[config.mk]
export PLATFORM = sky130hd
export DESIGN_NAME = arith_ctrl
export DESIGN_NICKNAME = d
export VERILOG_FILES = /design/src/rtl/arith_ctrl.sv
export SDC_FILE = /design/constraint.sdc
export NUM_CORES = 1
export LEC_CHECK = 0
export CAP_MARGIN = 20
export CORE_MARGIN = 2
export CORE_UTILIZATION = 45
export DETAILED_ROUTE_END_ITERATION = 10
export PLACE_DENSITY_LB_ADDON = 0.12
export SYNTH_ARGS = -nofsm -noshare
export SYNTH_HDL_FRONTEND = slang
export SYNTH_SLANG_ARGS = --single-unit
[constraint.sdc]
create_clock -name CLK_CTRL -period 2.7 [get_ports CLK_CTRL]
set_input_delay 0.675 -clock CLK_CTRL [delete_from_list [all_inputs] [get_ports CLK_CTRL]]
set_output_delay 0.675 -clock CLK_CTRL [all_outputs]
set_load 0.02 [all_outputs]
[src/rtl/arith_ctrl.sv]
// Command sequencer for an external arithmetic unit. It issues one command at a time, holds the
// unit's result and queues results in a first-word-fall-through FIFO. Optional macro: ARITH_CTRL_TIMEOUT_EN.
module arith_ctrl #(
  parameter int A_width     = 16,
  parameter int B_width     = 16,
  parameter int OUT_width   = A_width + B_width,
  parameter int FIFO_DEPTH  = 4,
  parameter int TIMEOUT_CYC = 15
) (
  input  logic                 CLK_CTRL,
  input  logic                 RST_CTRL,
  // command side
  input  logic                 CMD_VALID,
  output logic                 CMD_READY,
  input  logic [A_width-1:0]   CMD_A,
  input  logic [B_width-1:0]   CMD_B,
  input  logic [1:0]           CMD_FUN,
  // arithmetic-unit side
  output logic [A_width-1:0]   A_OUT,
  output logic [B_width-1:0]   B_OUT,
  output logic [1:0]           FUN_OUT,
  output logic                 EN_OUT,
  input  logic                 ARITH_FLAG_IN,
  input  logic                 CARRY_IN,
  input  logic [OUT_width-1:0] ARITH_RES_IN,
  // result side
  output logic                 RES_VALID,
  input  logic                 RES_READY,
  output logic [OUT_width-1:0] RES_DATA,
  output logic                 RES_CARRY,
  output logic [1:0]           RES_FUN,
  output logic                 RES_ERR
);

  // FIFO_DEPTH must be a power of two and at least 2, so the pointers wrap on their own.
  localparam int PTR_W = (FIFO_DEPTH > 1) ? $clog2(FIFO_DEPTH) : 1;
  localparam int CNT_W = $clog2(FIFO_DEPTH + 1);
  localparam logic [CNT_W-1:0] DEPTH_C = CNT_W'(FIFO_DEPTH);
  localparam logic [1:0] FUN_ADD = 2'b00;

  typedef enum logic [1:0] {
    S_IDLE  = 2'd0,
    S_ISSUE = 2'd1,
    S_WAIT  = 2'd2
  } state_t;

  typedef struct packed {
    logic [OUT_width-1:0] data;
    logic                 carry;
    logic [1:0]           fun;
`ifdef ARITH_CTRL_TIMEOUT_EN
    logic                 err;
`endif
  } entry_t;

  state_t               state_q, state_d;
  logic                 first_wait_q;
  logic [OUT_width-1:0] hold_data_q;
  logic                 hold_carry_q;
  logic [OUT_width-1:0] wait_data;
  logic                 wait_carry;

  entry_t               mem [FIFO_DEPTH];
  entry_t               head;
  entry_t               push_entry;
  logic [PTR_W-1:0]     wr_ptr_q, rd_ptr_q;
  logic [CNT_W-1:0]     count_q;

  logic                 accept;
  logic                 push;
  logic                 pop;
  logic                 timeout;

  assign CMD_READY = (state_q == S_IDLE) && (count_q < DEPTH_C);
  assign accept    = CMD_VALID && CMD_READY;
  assign pop       = RES_VALID && RES_READY;

  // The unit's result is only valid in the first WAIT cycle, so an immediate flag bypasses the hold register.
  assign wait_data  = first_wait_q ? ARITH_RES_IN : hold_data_q;
  assign wait_carry = first_wait_q ? CARRY_IN     : hold_carry_q;

`ifdef ARITH_CTRL_TIMEOUT_EN
  localparam int TO_W = $clog2(TIMEOUT_CYC + 1);
  localparam logic [TO_W-1:0] TO_LAST = TO_W'(TIMEOUT_CYC - 1);

  logic [TO_W-1:0] to_cnt_q;

  assign timeout = (state_q == S_WAIT) && !ARITH_FLAG_IN && (to_cnt_q == TO_LAST);

  // The count equals the number of WAIT cycles already spent without a flag.
  always_ff @(posedge CLK_CTRL or negedge RST_CTRL) begin
    if (!RST_CTRL) begin
      to_cnt_q <= '0;
    end else if ((state_q == S_WAIT) && (state_d == S_WAIT)) begin
      to_cnt_q <= to_cnt_q + TO_W'(1);
    end else begin
      to_cnt_q <= '0;
    end
  end
`else
  assign timeout = 1'b0;
`endif

  // NOTE: every output of an always_comb gets a default first, so no path leaves a latch behind.
  always_comb begin
    state_d    = state_q;
    push       = 1'b0;
    push_entry = '0;
    case (state_q)
      S_IDLE: begin
        if (accept) state_d = S_ISSUE;
      end
      S_ISSUE: begin
        state_d = S_WAIT;
      end
      S_WAIT: begin
        if (ARITH_FLAG_IN) begin
          push             = 1'b1;
          push_entry.data  = wait_data;
          push_entry.carry = (FUN_OUT == FUN_ADD) && wait_carry;
          push_entry.fun   = FUN_OUT;
          state_d          = S_IDLE;
        end else if (timeout) begin
          push           = 1'b1;
          push_entry.fun = FUN_OUT;
`ifdef ARITH_CTRL_TIMEOUT_EN
          push_entry.err = 1'b1;
`endif
          state_d        = S_IDLE;
        end
      end
      default: state_d = S_IDLE;
    endcase
  end

  // NOTE: registers take non-blocking assignments so that every flop samples pre-edge values.
  always_ff @(posedge CLK_CTRL or negedge RST_CTRL) begin
    if (!RST_CTRL) begin
      state_q      <= S_IDLE;
      first_wait_q <= 1'b0;
      EN_OUT       <= 1'b0;
      A_OUT        <= '0;
      B_OUT        <= '0;
      FUN_OUT      <= '0;
      hold_data_q  <= '0;
      hold_carry_q <= 1'b0;
    end else begin
      state_q      <= state_d;
      first_wait_q <= (state_q == S_ISSUE);
      EN_OUT       <= accept;
      if (accept) begin
        A_OUT   <= CMD_A;
        B_OUT   <= CMD_B;
        FUN_OUT <= CMD_FUN;
      end
      if ((state_q == S_WAIT) && first_wait_q) begin
        hold_data_q  <= ARITH_RES_IN;
        hold_carry_q <= CARRY_IN;
      end
    end
  end

  // NOTE: the storage array has no reset; contents are ignored because occupancy clears on reset.
  always_ff @(posedge CLK_CTRL) begin
    if (push) mem[wr_ptr_q] <= push_entry;
  end

  always_ff @(posedge CLK_CTRL or negedge RST_CTRL) begin
    if (!RST_CTRL) begin
      wr_ptr_q <= '0;
      rd_ptr_q <= '0;
      count_q  <= '0;
    end else begin
      if (push) wr_ptr_q <= wr_ptr_q + PTR_W'(1);
      if (pop)  rd_ptr_q <= rd_ptr_q + PTR_W'(1);
      case ({push, pop})
        2'b10:   count_q <= count_q + CNT_W'(1);
        2'b01:   count_q <= count_q - CNT_W'(1);
        default: count_q <= count_q;
      endcase
    end
  end

  // Head outputs read zero while the FIFO is empty, which also gives the reset values.
  assign head      = mem[rd_ptr_q];
  assign RES_VALID = (count_q != '0);
  assign RES_DATA  = RES_VALID ? head.data : '0;
  assign RES_CARRY = RES_VALID && head.carry;
  assign RES_FUN   = RES_VALID ? head.fun : 2'b00;
`ifdef ARITH_CTRL_TIMEOUT_EN
  assign RES_ERR   = RES_VALID && head.err;
`else
  assign RES_ERR   = 1'b0;
`endif

endmodule

==> impl_metrics.csv <==
group,metric,value,unit
grt,grt.overflow.total,0,
place,pre_cts_ws,114,ps
critical_path,path_max_fanout,4,
place,gp_congestion,0.701,
critical_path,reg2reg_slack,570,ps
yosys,ys_seq_area_share,68.1,%
critical_path,startpoint,"rd_ptr_q[0]$_DFFE_PN0P_",
die,ios,145,
sta,setup_ws,-3.52,ps
yosys,synthCells,489,
sta,final-max-slew-violation-count,0,
clocking,clkSinkCount,218,
clocking,cts_buffer_depth,3,
cells_and_area,mostFrequentLayoutCells,"edfxtp_1 (140), clkdlybuf4s50_1 (106), dfrtp_1 (75), mux2_2 (48)",
clocking,cts_made_buffers,22,
sta,rsz0062_at_grt,"yes",
critical_path,required,2030,ps
yosys,synth_seq_cells,218,
sta,fin_skew,10.4,ps
place,placed_cell_area,10800,µm²
sta,holdWs,210,ps
critical_path,cp-start-kind,"flop",
sta,period_needed,2700,ps
yosys,synth_top_cell_by_area,"edfxtp_1",
power,powerDensity,1130,nW/µm²
grt,first_global_vias,5483,
yosys,syn-num-nets,567,
die,rows,51,
yosys,ys_async_sr_fraction,35.8,%
route,via_count,4741,
outcome,outcome,"finished, violations left",
min_path,hold_path.class,"in -> async",
sta,fmax,370,MHz
clocking,cts_root_buf,"clkbuf_16",
critical_path,endpoint,"RES_DATA[28]",
power,ir_drop,0.678,mV
clocking,clk_pin_slew,60,ps
place,placed_cells,886,
yosys,synth_top_area_share,46.5,%
clocking,cts_htree_levels,1,
route,routed_wl,17900,µm
cells_and_area,drive_above_1_share,31.6,%
yosys,synthTopCellsByArea,"edfxtp_1 (46%), dfrtp_1 (22%), mux4_2 (7.0%), mux2_2 (6.0%), mux2i_1 (3.8%)",
route,first_pass_iters,4,
critical_path,r2r_start,"count_q[0]$_DFFE_PN0P_",
clocking,cts_tree,"yes",
yosys,synthDistinctLibCells,31,
cells_and_area,area_delta_synth_final,26.4,%
yosys,avgSynthCellArea,18.5,µm²
cells_and_area,n_fill_cell,1530,
cells_and_area,final_common_cell,"edfxtp_1",
route,viasPerCell,5.09,
yosys,mappedNetlistArea,9040,µm²
die,chipWidth,146,µm
die,core,19600,µm²
route,drt-initial-drc-count,280,
grt,antenna_found_initial,1,
sta,worst_slew_pin_slew,551,ps
route,drc,0,
die,start_util,46.2,%
sta,final-hold-violation-count,0,
grt,grt.total_usage,17.1,%
die,die-area,21200,µm²
die,die_h,146,µm
power,leakagePower,4.30,nW
flow_run,max_cap_viol_count,0,
sta,timing.final.crit_share,100,%
yosys,yosys_warnings,0,
critical_path,regToRegEndpoint,"count_q[1]$_DFFE_PN0P_",
clocking,clk_latency,500,ps
sta,setup_viol,1,
critical_path,end_kind,"output port",
sta,slew_headroom,63.0,%
cells_and_area,fin_cells,931,
critical_path,critPathKind,"reg -> out",
critical_path,cp.arrival,2030,ps
grt,grt_max_degree,79,
place,io_buffers,143,
cells_and_area,fin_util,58.4,%
cells_and_area,fin_nets,727,
place,dp_hpwl,10900,µm
route,final_antenna_net_count,0,
critical_path,r2r_cells,7,
route,wire_per_inst,19.3,µm
yosys,synth_edf_count,140,
grt,grt_pass1_wl,28900,µm
yosys,synth_flop_cell,"edfxtp_1",
outcome,violations,"negative setup slack",
cells_and_area,final_area,11400,µm²
registers in the layout (all words and copies together) (netlist names):
| signal | count |
|---|---|
| FUN_OUT | 2 |
| rd_ptr_q | 2 |
| first_wait_q | 1 |
| EN_OUT | 1 |
| hold_data_q | 32 |
| hold_carry_q | 1 |
| A_OUT | 16 |
| wr_ptr_q | 2 |
| B_OUT | 16 |
| mem | 140 |
| count_q | 3 |
| state_q | 2 |
kinds of logic after synthesis:
kind of cell    after synthesis  share of synthesized area, %
compound gates                1                        0.0831
xor+xnor                      6                         0.581
fa+ha+maj                     6                         0.913
buf+inv                      35                          3.20
flops                       218                          68.1
mux                         137                          22.0
other cells                   1                        0.0415
simple gates                 85                          5.07
cells in the mapped netlist (2+ instances only):
cell	n
mux4_2	28
and3_1	6
mux2i_1	34
mux2_2	48
clkbuf_1	3
nor2_1	33
buf_2	12
and2_1	38
xnor2_1	3
buf_4	2
buf_6	5
ha_1	5
inv_1	6
buf_12	6
mux2_4	19
nor2b_1	2
mux4_1	7
xor2_1	3
dfrtp_1	78
edfxtp_1	140
layout make-up:
| cell class | count | area, µm² | share of cell area, % |
|---|---|---|---|
| sequential | 218 | 6160 | 53.9 |
| multi-input combinational | 236 | 2600 | 22.8 |
| timing repair buffer | 164 | 1630 | 14.3 |
| clock buffer | 32 | 639 | 5.59 |
| tap | 265 | 332 | 2.90 |
| clock inverter | 8 | 36.3 | 0.317 |
| inverter | 7 | 26.3 | 0.230 |
| antenna | 1 | 2.50 | 0.0219 |
worst max-delay path, cell delays in order, from the launching register on:
cell,delay (ps)
dfrtp_2,450
buf_6,150
clkbuf_16,140
mux4_2,500
and2_4,180
buf_6,120
repair_timing:
item | 4_1_cts | 5_1_grt
pin swaps | 0 | 3
hold endpoints to repair | 0 | 0
setup endpoints to repair | 36 | 32
setup buffers | 4 | 0
gates cloned | 1 | 1
gates resized for setup | 148 | 35
hold buffers | 0 | 0
routing by layer:
layer  routed length [µm]  GRT usage [%]  part of all wire [%]
met5                    0              0                     0
met4                  310           4.36                   1.7
met2                 9130           30.1                    51
met1                 7210           21.0                    40
met3                 1280           4.61                   7.1
worst min-delay path by stage:
stage | startpoint | to | slack (ps)
global placement | state_q[1]$_DFFE_PN0P_ | first_wait_q$_DFF_PN0_ | 460
finish | RST_CTRL | A_OUT[1]$_DFFE_PN0P_ | 210
detailed placement | state_q[1]$_DFFE_PN0P_ | first_wait_q$_DFF_PN0_ | 480
floorplan | RST_CTRL | A_OUT[0]$_DFFE_PN0P_ | 380
global route | RST_CTRL | A_OUT[7]$_DFFE_PN0P_ | 230
CTS | RST_CTRL | A_OUT[1]$_DFFE_PN0P_ | 220
where the power goes:
group	internal, W	switching [W]
combinational	0.00277	0.00249
sequential	0.00440	0.000410
clock	0.00164	0.00119
total	0.00881	0.00409
per-stage QoR:
stage / power, W / setup TNS (ps)
floorplan: 0.00816 / 0
global placement: 0.0101 / 0
detailed placement: 0.0102 / 0
CTS: 0.0129 / -434
global route: 0.0136 / -561
finish: 0.0129 / -3.52
No activity file was read; power rests on OpenSTA's default activity.
